File: src/rtl/mem_arb_pkg.sv
// rtl/mem_arb_pkg.sv - shared types for the instruction/data memory arbiter
package mem_arb_pkg;

    typedef enum logic {
        SRC_INSTR = 1'b0,
        SRC_DATA  = 1'b1
    } src_e;

endpackage

File: src/rtl/mem_arb_fifo.sv
// rtl/mem_arb_fifo.sv - in-order source-ID FIFO of outstanding memory transactions
module mem_arb_fifo
    import mem_arb_pkg::*;
#(
    parameter int  DEPTH = 2,
    localparam int CNT_W = $clog2(DEPTH + 1),
    localparam int PTR_W = (DEPTH > 1) ? $clog2(DEPTH) : 1
) (
    input  logic             clk_i,
    input  logic             rst_i,
    input  logic             push_i,
    input  src_e             push_src_i,
    input  logic             pop_i,
    output src_e             head_o,
    output logic             full_o,
    output logic             empty_o,
    output logic [CNT_W-1:0] count_o
);

    src_e             r_mem [DEPTH];
    logic [PTR_W-1:0] r_wr_ptr;
    logic [PTR_W-1:0] r_rd_ptr;
    logic [CNT_W-1:0] r_count;
    logic             w_push;
    logic             w_pop;

    // Explicit wrap so depths that are not a power of two still cycle correctly.
    function automatic logic [PTR_W-1:0] next_ptr(input logic [PTR_W-1:0] p);
        if (p == PTR_W'(DEPTH - 1)) begin
            return '0;
        end
        return p + PTR_W'(1);
    endfunction

    assign full_o  = (r_count == CNT_W'(DEPTH));
    assign empty_o = (r_count == '0);
    assign count_o = r_count;
    assign head_o  = r_mem[r_rd_ptr];
    assign w_push  = push_i & ~full_o;
    assign w_pop   = pop_i & ~empty_o;

    always_ff @(posedge clk_i) begin
        if (w_push) begin
            r_mem[r_wr_ptr] <= push_src_i;
        end
    end

    always_ff @(posedge clk_i or posedge rst_i) begin
        if (rst_i) begin
            r_wr_ptr <= '0;
            r_rd_ptr <= '0;
            r_count  <= '0;
        end else begin
            if (w_push) begin
                r_wr_ptr <= next_ptr(r_wr_ptr);
            end
            if (w_pop) begin
                r_rd_ptr <= next_ptr(r_rd_ptr);
            end
            case ({w_push, w_pop})
                2'b10:   r_count <= r_count + CNT_W'(1);
                2'b01:   r_count <= r_count - CNT_W'(1);
                default: r_count <= r_count;
            endcase
        end
    end

endmodule

File: src/rtl/mem_arbiter.sv
// rtl/mem_arbiter.sv - round-robin instr/data arbiter onto one req/gnt/rvalid memory port
module mem_arbiter
    import mem_arb_pkg::*;
#(
    parameter int  MAX_OUTSTANDING = 2,
    localparam int CNT_W = $clog2(MAX_OUTSTANDING + 1)
) (
    input  logic        clk_i,
    input  logic        rst_i,
    input  logic        instr_req_i,
    output logic        instr_gnt_o,
    output logic        instr_rvalid_o,
    input  logic [31:0] instr_addr_i,
    output logic [31:0] instr_rdata_o,
    input  logic        data_req_i,
    output logic        data_gnt_o,
    output logic        data_rvalid_o,
    input  logic        data_we_i,
    input  logic [3:0]  data_be_i,
    input  logic [31:0] data_addr_i,
    input  logic [31:0] data_wdata_i,
    output logic [31:0] data_rdata_o,
    output logic        mem_req_o,
    input  logic        mem_gnt_i,
    input  logic        mem_rvalid_i,
    output logic        mem_we_o,
    output logic [3:0]  mem_be_o,
    output logic [31:0] mem_addr_o,
    output logic [31:0] mem_wdata_o,
    input  logic [31:0] mem_rdata_i,
    output logic        protocol_err_o
);

    logic             r_lock;
    src_e             r_lock_src;
    src_e             r_last_src;
    logic             r_err;
    logic             w_sel_valid;
    src_e             w_sel_src;
    logic             w_grant;
    logic             w_pop;
    logic             w_full;
    logic             w_empty;
    src_e             w_head;
    logic [CNT_W-1:0] w_count;

    // A pending (ungranted) address phase keeps its source regardless of priority.
    always_comb begin
        w_sel_valid = 1'b0;
        w_sel_src   = SRC_DATA;
        if (r_lock) begin
            w_sel_valid = 1'b1;
            w_sel_src   = r_lock_src;
        end else if (instr_req_i && data_req_i) begin
            w_sel_valid = 1'b1;
            if (r_last_src == SRC_DATA) begin
                w_sel_src = SRC_INSTR;
            end else begin
                w_sel_src = SRC_DATA;
            end
        end else if (instr_req_i) begin
            w_sel_valid = 1'b1;
            w_sel_src   = SRC_INSTR;
        end else if (data_req_i) begin
            w_sel_valid = 1'b1;
            w_sel_src   = SRC_DATA;
        end
    end

    assign mem_req_o   = w_sel_valid & ~w_full & ~rst_i;
    assign w_grant     = mem_req_o & mem_gnt_i;
    assign instr_gnt_o = w_grant & (w_sel_src == SRC_INSTR);
    assign data_gnt_o  = w_grant & (w_sel_src == SRC_DATA);

    always_comb begin
        mem_we_o    = data_we_i;
        mem_be_o    = data_be_i;
        mem_addr_o  = data_addr_i;
        mem_wdata_o = data_wdata_i;
        if (w_sel_valid && (w_sel_src == SRC_INSTR)) begin
            mem_we_o    = 1'b0;
            mem_be_o    = 4'hF;
            mem_addr_o  = instr_addr_i;
            mem_wdata_o = 32'h0;
        end
    end

    assign w_pop          = mem_rvalid_i & ~w_empty & ~rst_i;
    assign instr_rvalid_o = w_pop & (w_head == SRC_INSTR);
    assign data_rvalid_o  = w_pop & (w_head == SRC_DATA);
    assign instr_rdata_o  = mem_rdata_i;
    assign data_rdata_o   = mem_rdata_i;
    assign protocol_err_o = r_err;

    always_ff @(posedge clk_i or posedge rst_i) begin
        if (rst_i) begin
            r_lock     <= 1'b0;
            r_lock_src <= SRC_INSTR;
            r_last_src <= SRC_DATA;
            r_err      <= 1'b0;
        end else begin
            if (w_grant) begin
                r_lock     <= 1'b0;
                r_last_src <= w_sel_src;
            end else if (mem_req_o) begin
                r_lock     <= 1'b1;
                r_lock_src <= w_sel_src;
            end
            if (mem_rvalid_i && (w_count == '0)) begin
                r_err <= 1'b1;
            end
        end
    end

    mem_arb_fifo #(
        .DEPTH(MAX_OUTSTANDING)
    ) u_fifo (
        .clk_i      (clk_i),
        .rst_i      (rst_i),
        .push_i     (w_grant),
        .push_src_i (w_sel_src),
        .pop_i      (w_pop),
        .head_o     (w_head),
        .full_o     (w_full),
        .empty_o    (w_empty),
        .count_o    (w_count)
    );

endmodule

File: config.mk
export PLATFORM = sky130hd
export DESIGN_NAME = mem_arbiter
export DESIGN_NICKNAME = d
export VERILOG_FILES = /design/src/rtl/mem_arb_pkg.sv /design/src/rtl/mem_arb_fifo.sv /design/src/rtl/mem_arbiter.sv
export SDC_FILE = /design/constraint.sdc
export NUM_CORES = 1
export LEC_CHECK = 0
export CAP_MARGIN = 20
export CORE_AREA = 3 3 107 109
export DETAILED_ROUTE_END_ITERATION = 6
export DIE_AREA = 0 0 110 112
export PLACE_DENSITY_LB_ADDON = 0.1
export SETUP_SLACK_MARGIN = 0.5
export SLEW_MARGIN = 20
export SYNTH_ARGS = -nofsm -noshare
export SYNTH_HDL_FRONTEND = slang
export SYNTH_SLANG_ARGS = --single-unit
File: constraint.sdc
create_clock -name clk_i -period 2.45 [get_ports clk_i]
set_input_delay 0.735 -clock clk_i [delete_from_list [all_inputs] [get_ports clk_i]]
set_output_delay 0.735 -clock clk_i [all_outputs]
set_load 0.1 [all_outputs]
# --- Word level (Yosys, flattened, before mapping) ---
# Memory sizes are Yosys's and may differ from the RTL's.
# Cells that the tools add are included.
word_totals:
  register_bits: 8
  latchBits: 0
  ramBits: 2
  rom_bits: 0
  in_bits: 139
  output_inout_bits: 139
  wordCells: 64
  n_memories: 1
mem_list:
  columns: ["memory", "words", "word_bits", "read_ports", "rd_clocked_by_memory_dff", "wr", "line", "text"]
  rows:
  - ["u_fifo.r_mem", 2, 1, 1, 0, 1, "mem_arb_fifo.sv:20", "src_e r_mem [DEPTH];"]
op_classes:
  addsub: 4
  multipliers: 0
  n_div: 0
  n_lt_le_gt_ge: 0
  eq_ne: 3
  shift: 0
  mux: 25
  n_bitwise: 17
  reduce_logical: 7
op_table:
  columns: ["cell", "count"]
  rows:
  - ["two-way mux 32 bit", 2]
  - ["two-way mux 1 bit", 21]
  - ["AND 1 bit", 11]
  - ["NOT 1 bit", 6]
  - ["equality test 2 bit, second input constant", 2]
  - ["two-way mux 4 bit", 1]
  - ["case mux 2 bit (2 select lines)", 1]
  - ["nonzero test 2 bit", 2]
  - ["logical AND 1 bit", 3]
  - ["adder 1 bit, second input constant", 2]
  - ["adder 2 x 1 -> 2 bit, second input constant", 1]
  - ["equality test 2 x 1 -> 1 bit, second input constant", 1]
  - ["zero test 2 bit", 1]
  - ["AND reduction 2 bit", 1]
  - ["subtractor 2 x 1 -> 2 bit, second input constant", 1]

# --- Longest topological paths before layout ---
# Gate-level depths: netlist of the first run.
logic_depth:
  word_depth: 10
  ltp_mapped: 7
  depth_no_buf: 7

# --- By module ---
# Synthesis of the first run repeated with hierarchy kept, for this count alone.
hier_totals:
  cells_unflattened: 190
  hier_area_um2: 1746.7
by_module_without_submodules:
  columns: ["mod", "instances", "cells_each", "area_each_um2", "seq_area_each_um2"]
  rows:
  - ["mem_arbiter", 1, 168, 1475.2, 101.3]
  - ["mem_arb_fifo", 1, 22, 271.5, 160.2]

# --- Least setup slack after synthesis of the first run ---
# Ideal clock, no wire load.
synth_timing:
  path_type: "in2out"
  startpoint: "in data_req_i"
  endpoint: "out instr_gnt_o"
  arrival_time_ns: 2.618
  required_ns: 1.715
  path_slack_ns: -0.903
  path_stages: 5
  n_path_buf: 1
  path_cell_list: "nor2b_1 -> o22ai_4 -> inv_4 -> buf_2 -> nor2_1"
synth_via:
  elab_cells_between_ends: 12
  cone_classes: "6 x mux; 5 x bitwise; 1 x reduce/logical"
synth_rtl:
  columns: ["element", "line", "text"]
  rows:
  - ["start: declaration", "mem_arbiter.sv:15", "input logic data_req_i,"]
  - ["logical AND 1 bit", "mem_arbiter.sv:54", "end else if (instr_req_i && data_req_i) begin"]
  - ["two-way mux 1 bit", "mem_arbiter.sv:54", null]
  - ["two-way mux 1 bit", "mem_arbiter.sv:51", "if (r_lock) begin"]
  - ["net u_fifo.push_src_i", "mem_arb_fifo.sv:12", "input src_e push_src_i,"]
  - ["NOT 1 bit", "mem_arbiter.sv:72", "assign instr_gnt_o = w_grant & (w_sel_src == SRC_INSTR);"]
  - ["AND 1 bit", "mem_arbiter.sv:72", null]
  - ["end: declaration", "mem_arbiter.sv:11", "output logic instr_gnt_o,"]
# The timed path passes the listed nets, and every way through them passes these cells.

# --- Worst setup path in the final report of the first run ---
layout_timing:
  startpoint: "in data_req_i"
  endpoint: "out mem_addr_o[28]"
layout_via:
  elab_chain_len: 6
  elab_cells_between_ends: 10
  cone_classes: "7 x mux; 1 x bitwise; 2 x reduce/logical"
layout_rtl:
  columns: ["element", "line", "text"]
  rows:
  - ["two-way mux 1 bit or logical AND 1 bit (tied branches)", "mem_arbiter.sv:64, mem_arbiter.sv:54", null]
  - ["two-way mux 1 bit, on equally long branches", "mem_arbiter.sv:61, mem_arbiter.sv:54", null]
  - ["two-way mux 1 bit, on equally long branches", "mem_arbiter.sv:54, mem_arbiter.sv:51", null]
  - ["two-way mux 1 bit or NOT 1 bit (tied branches)", "mem_arbiter.sv:51, mem_arbiter.sv:80", null]
  - ["logical AND 1 bit *", "mem_arbiter.sv:80", "if (w_sel_valid && (w_sel_src == SRC_INSTR)) begin"]
  - ["two-way mux 32 bit *", "mem_arbiter.sv:80", null]
  - ["end: declaration", "mem_arbiter.sv:28", "output logic [31:0] mem_addr_o,"]
# Every way passes the cells marked *; elsewhere a longest branch is shown, timed or not.

==> flow_summary.json, run 1 <==
{
  "cts.sinks": 10,
  "crit_path_frequent_cell": "buf_12",
  "synth_seq_area_share_pct": 15.7,
  "dieWidth_um": 110,
  "max_stage_delay_ns": 0.31,
  "final-hold-violation-count": 0,
  "syn_area_mm2": 0.00166,
  "tightest_slew_ns": 0.314,
  "final_cell_mix": "clkdlybuf4s50_1 (101), buf_12 (77), and2_4 (34)",
  "synth.net_count": 324,
  "peakVddDrop_mv": 0.577,
  "num_rows": 38,
  "grt_max_degree": 13,
  "slew_headroom_pct": 78.5,
  "drc": 0,
  "clk_latency_ns": 0.23,
  "n_antenna_cell": 0,
  "cts_max_level": 1,
  "min_path_type": "flop to flop",
  "root_buffer": "clkbuf_8",
  "synth.avg_cell_area_um2": 9.02,
  "finalCritPeriodShare_pct": 109,
  "drtIter0Drc": 43,
  "initial_core_util_pct": 15.5,
  "setup_viol": 70,
  "critPathKind": "primary input to output pin",
  "syn_inst": 184,
  "cp-end-kind": "output pin",
  "clk_path_buf_depth": 2,
  "whs_ns": 0.458,
  "grt_pass1_wl_mm": 11.1,
  "synthToLayoutAreaGrowth_pct": 173,
  "crit_required_ns": 1.71,
  "hpwlAfterDp_mm": 6.77,
  "p_per_area_mw_per_mm2": 1460,
  "start_kind": "primary input",
  "place_congestion": 0.721,
  "ios": 278,
  "status": "complete, but fails checks",
  "final_common_cell": "clkdlybuf4s50_1",
  "cpMaxStageDelayCell": "mux2_4",
  "max_cap_violations": 0,
  "coreArea_mm2": 0.0107,
  "nets": 467,
  "min_period_ns": 2.66,
  "drtAntennaViolNets": 0,
  "postLayoutSetupSlackWorst_ns": -0.213,
  "track_usage_pct": 11.9,
  "fp.dieH_um": 112,
  "numCtsBuffers": 3,
  "wirelength_mm": 7.80,
  "drv_slew": 0,
  "worstPathArrival_ns": 1.93,
  "path_buf_inv": 5,
  "yosysWarnings": 0,
  "grt_setup_unrepaired": "true",
  "ys_types": 30,
  "route.vias.total": 1744,
  "holdBufCountCts": 0,
  "dr.pass1.iters": 3,
  "finalSetupTns_ns": -9.34,
  "fmax_mhz": 375,
  "antenna_found_initial": 0,
  "finalClockSkew_ns": 0.000912,
  "violations": "negative setup slack",
  "vias_per_cell": 3.74,
  "fillers": 1009,
  "leakage_nw": 1.98,
  "io_buffers": 181,
  "clk_pin_slew_worst_paths_ns": 0.05,
  "die-area_mm2": 0.0123,
  "crit_family": "buffers and inverters",
  "crit_path_max_fanout": 5,
  "ys_ff_latch": 10,
  "wl_per_cell_um": 16.7,
  "overflow": 0,
  "power_mw": 6.64,
  "path_cells": "buf_6 > nor2b_4 > o22ai_4 > buf_6 > buf_12 > buf_12 > mux2_4 > buf_12",
  "cts_tree": "yes",
  "grt_pass1_vias": 1814,
  "layout-drive-gt1-share_pct": 59.8
}
==> state kept, by name, indices dropped and copies added (netlist names) <==
name             cells
r_last_src           1
r_lock_src           1
r_lock               1
u_fifo.r_mem         2
u_fifo.r_wr_ptr      1
u_fifo.count_o       2
protocol_err_o       1
u_fifo.r_rd_ptr      1
==> layer usage <==
layer / part of all wire [%] / GRT usage, %
met1: 30 / 11.6
met2: 57 / 23.6
met3: 13 / 4.46
met4: 0.94 / 1.91
met5: 0 / 0
==> worst paths after layout <==
kind | start | end | slack, ns | cells after the start
worst max-delay path | data_req_i | mem_addr_o[28] | -0.21 | 8
worst min-delay path | protocol_err_o | protocol_err_o | 0.46 | 1
worst max register to register | u_fifo.count_o[0] | u_fifo.count_o[1] | 0.75 | 7
worst min register to register | protocol_err_o | protocol_err_o | 0.46 | 1
max in group asynchronous | rst_i | r_last_src | 1.76 | 3
min in group asynchronous | rst_i | r_lock | 0.50 | 3
==> cell families after synthesis <==
logic type / synth area share, %
buf+inv: 33.9
simple gates: 19.9
mux: 24.3
flops: 15.8
xor+xnor: 2.64
compound gates: 2.71
fa+ha+maj: 0.753
==> report_power, final <==
group	internal [mW]	leakage, nW	total, mW	switching, mW
sequential	0.247	0.108	0.311	0.0639
clock	0.110	0.0231	0.172	0.0623
combinational	2.57	1.85	6.16	3.60
==> cell usage after synthesis (all sizes together) <==
master / number / area (um2)
or3: 1 / 6.26
buf: 66 / 497
and3: 2 / 12.5
a21o: 1 / 7.51
edfxtp: 2 / 60.1
a21bo: 1 / 10.0
nor2b: 1 / 6.26
nand4: 1 / 12.5
dfrtp: 7 / 175
nand2: 1 / 3.75
nand2b: 6 / 45.0
o211ai: 1 / 7.51
inv: 4 / 17.5
mux2: 34 / 394
clkbuf: 5 / 48.8
o22ai: 1 / 20.0
mux2i: 1 / 10.0
nand3: 1 / 5.00
ha: 1 / 12.5
nor2: 7 / 26.3
xor2: 1 / 8.76
and2: 34 / 213
xnor2: 4 / 35.0
dfstp: 1 / 26.3
==> stage by stage <==
| stage | cells | setup WS, ns | cell area [um2] | utilization [%] |
|---|---|---|---|---|
| final | 466 | -0.213 | 4540 | 42.4 |
| after global routing | 466 | -0.271 | 4540 | 42.4 |
| after CTS | 466 | -0.247 | 4530 | 42.3 |
| after detailed placement | 450 | -0.613 | 4250 | 39.7 |
| after global placement | 450 | -0.601 | 4250 | 39.7 |
| after floorplan | 184 | -0.0537 | 1950 | - |
==> area by class of cell <==
class	count	area (um2)	share of cell area, %
Clock buffer	3	41.3	0.910
Clock inverter	1	3.75	0.0827
Inverter	4	35.0	0.772
Multi-Input combinational cell	99	1100	24.3
Sequential cell	10	262	5.76
Tap cell	140	175	3.86
Timing Repair Buffer	209	2920	64.3
==> timing repair <==
item	4_1_cts	5_1_grt
pin swaps	6	4
cloned	3	0
buffers inserted	9	0
resized for setup	41	3
endpoints found under the setup margin	81	75
Note: power is estimated with default switching activity, not from simulation.
==> run 2: changes to the inputs <==
--- a/config.mk
+++ b/config.mk
@@ -9,6 +9,7 @@
 export CORE_AREA = 3 3 107 109
 export DETAILED_ROUTE_END_ITERATION = 6
 export DIE_AREA = 0 0 110 112
+export HOLD_SLACK_MARGIN = 0.08
 export PLACE_DENSITY_LB_ADDON = 0.1
 export SETUP_SLACK_MARGIN = 0.5
 export SLEW_MARGIN = 20
==> results of run 2 <==
Same layout as run 1: the final DEF is identical, and so are final timing and power.
==> run 3: changes to the inputs <==
--- a/config.mk
+++ b/config.mk
@@ -6,9 +6,11 @@
 export NUM_CORES = 1
 export LEC_CHECK = 0
 export CAP_MARGIN = 20
-export CORE_AREA = 3 3 107 109
+export CELL_PAD_IN_SITES_DETAIL_PLACEMENT = 0
+export CELL_PAD_IN_SITES_GLOBAL_PLACEMENT = 1
+export CORE_MARGIN = 3
+export CORE_UTILIZATION = 12
 export DETAILED_ROUTE_END_ITERATION = 6
-export DIE_AREA = 0 0 110 112
 export HOLD_SLACK_MARGIN = 0.08
 export PLACE_DENSITY_LB_ADDON = 0.1
 export SETUP_SLACK_MARGIN = 0.5
==> flow_summary.json, run 3 (synthesis gave the netlist of run 1 again) <==
{
  "status": "complete, but fails checks",
  "violations": "negative setup slack",
  "fp.dieH_um": 124,
  "drv_slew": 0,
  "crit_required_ns": 1.71,
  "wirelength_mm": 8.22,
  "grt_setup_unrepaired": "true",
  "finalCritPeriodShare_pct": 109,
  "cp-end-kind": "output pin",
  "hpwlAfterDp_mm": 6.81,
  "finalClockSkew_ns": 0.00226,
  "finalSetupTns_ns": -10.50,
  "fillers": 1304,
  "initial_core_util_pct": 12.4,
  "fmax_mhz": 374,
  "final_common_cell": "clkdlybuf4s50_1",
  "leakage_nw": 2.06,
  "synthToLayoutAreaGrowth_pct": 186,
  "final_cell_mix": "clkdlybuf4s50_1 (101), buf_12 (80), and2_4 (34)",
  "io_buffers": 181,
  "place_inst": 482,
  "cts.sinks": 10,
  "p_per_area_mw_per_mm2": 1470,
  "peakVddDrop_mv": 0.482,
  "final-hold-violation-count": 0,
  "clk_latency_ns": 0.23,
  "layout-drive-gt1-share_pct": 61.4,
  "grt_max_degree": 13,
  "numCtsBuffers": 3,
  "ios": 278,
  "antenna_found_initial": 2,
  "grt_pass1_wl_mm": 11.3,
  "cts_max_level": 1,
  "worstPathArrival_ns": 1.94,
  "r2r_end": "u_fifo.count_o[1]",
  "min_path_type": "flop to flop",
  "grt_pass1_vias": 1754,
  "reg2reg_depth": 11,
  "wl_per_cell_um": 16.3,
  "final_cells": 505,
  "whs_ns": 0.467,
  "dieWidth_um": 124,
  "clk_path_buf_depth": 2,
  "setup_viol": 70,
  "place_congestion": 0.672,
  "dr.pass1.iters": 3,
  "nets": 470,
  "tightest_slew_ns": 0.327,
  "max_cap_violations": 0,
  "power_mw": 6.98,
  "postLayoutSetupSlackWorst_ns": -0.221,
  "clk_pin_slew_worst_paths_ns": 0.04,
  "timing.rr.start": "u_fifo.count_o[0]",
  "vias_per_cell": 3.48,
  "die-area_mm2": 0.0153,
  "ff2ff_setup_slack_ns": 0.46,
  "coreArea_mm2": 0.0134,
  "num_rows": 42,
  "critPathKind": "primary input to output pin",
  "root_buffer": "clkbuf_16",
  "n_antenna_cell": 0,
  "route.vias.total": 1756,
  "drc": 0,
  "overflow": 0,
  "min_period_ns": 2.67,
  "startpoint": "data_req_i",
  "crit_path_max_fanout": 5,
  "drtAntennaViolNets": 0,
  "slew_headroom_pct": 77.6,
  "pre_cts_slack_ns": -0.612,
  "crit_end": "mem_addr_o[30]",
  "track_usage_pct": 9.79,
  "hold_start": "protocol_err_o",
  "cts_tree": "yes",
  "start_kind": "primary input",
  "drtIter0Drc": 19
}
==> run 3: cell count changes in the layout (fill, tap and decap cells not counted), moves of 2 or more <==
cell,before,now
buf_12,77,80
buf_16,3,6
buf_4,15,10
buf_6,4,10
buf_8,7,3
clkbuf_16,0,3
clkbuf_8,3,0
xnor2_1,4,2
xnor2_2,0,2
==> run 3: per-stage QoR <==
stage / util (%) / area (um2)
5_1_grt: 35.5 / 4750
3_5_place_dp: 31.8 / 4260
4_1_cts: 35.3 / 4730
3_3_place_gp: 31.8 / 4260
6_report: 35.5 / 4750
2_1_floorplan: - / 1950
==> run 3: worst min-delay path by stage <==
| stage | slack [ns] | cells past startpoint | end |
|---|---|---|---|
| floorplan | 0.46 | 1 | u_fifo.r_wr_ptr |
| global placement | 0.44 | 1 | protocol_err_o |
| detailed placement | 0.45 | 1 | protocol_err_o |
| CTS | 0.46 | 1 | protocol_err_o |
| global route | 0.48 | 1 | protocol_err_o |
| finish | 0.47 | 1 | protocol_err_o |
==> run 3: critical path: stages <==
cell and delay [ns]:
buf_6 0.09, nor2b_4 0.12, o22ai_4 0.10, buf_6 0.15, buf_12 0.15, buf_12 0.11
mux2_4 0.30, buf_12 0.17
==> run 3: layer usage <==
layer	track usage (%)	vias up	part of all wire [%]
li1	-	831	-
met3	4.09	8	13
met1	10.0	781	31
met2	19.1	132	55
met4	0.830	4	0.27
met5	0	-	0.33
==> run 3: where the power goes <==
part           switching, mW  internal [mW]
combinational           3.64           2.74
clock                 0.0699          0.213
sequential            0.0681          0.247
total                   3.78           3.20
==> run 3: layout make-up <==
cell class	count	area, um2	share of cell area (%)
inverters	4	31.3	0.658
well taps	176	220	4.64
flip-flops and latches	10	262	5.50
repair buffers	212	3020	63.7
multi-input cells	99	1130	23.9
clock inverters	1	3.75	0.0790
clock buffers	3	75.1	1.58
==> run 3: what timing repair did <==
| item | in CTS | in global routing |
|---|---|---|
| cloned | 6 | 0 |
| setup endpoints to repair | 82 | 76 |
| pin swaps | 9 | 5 |
| hold buffers | 0 | 0 |
| buffers inserted | 12 | 1 |
| gates resized for setup | 45 | 5 |
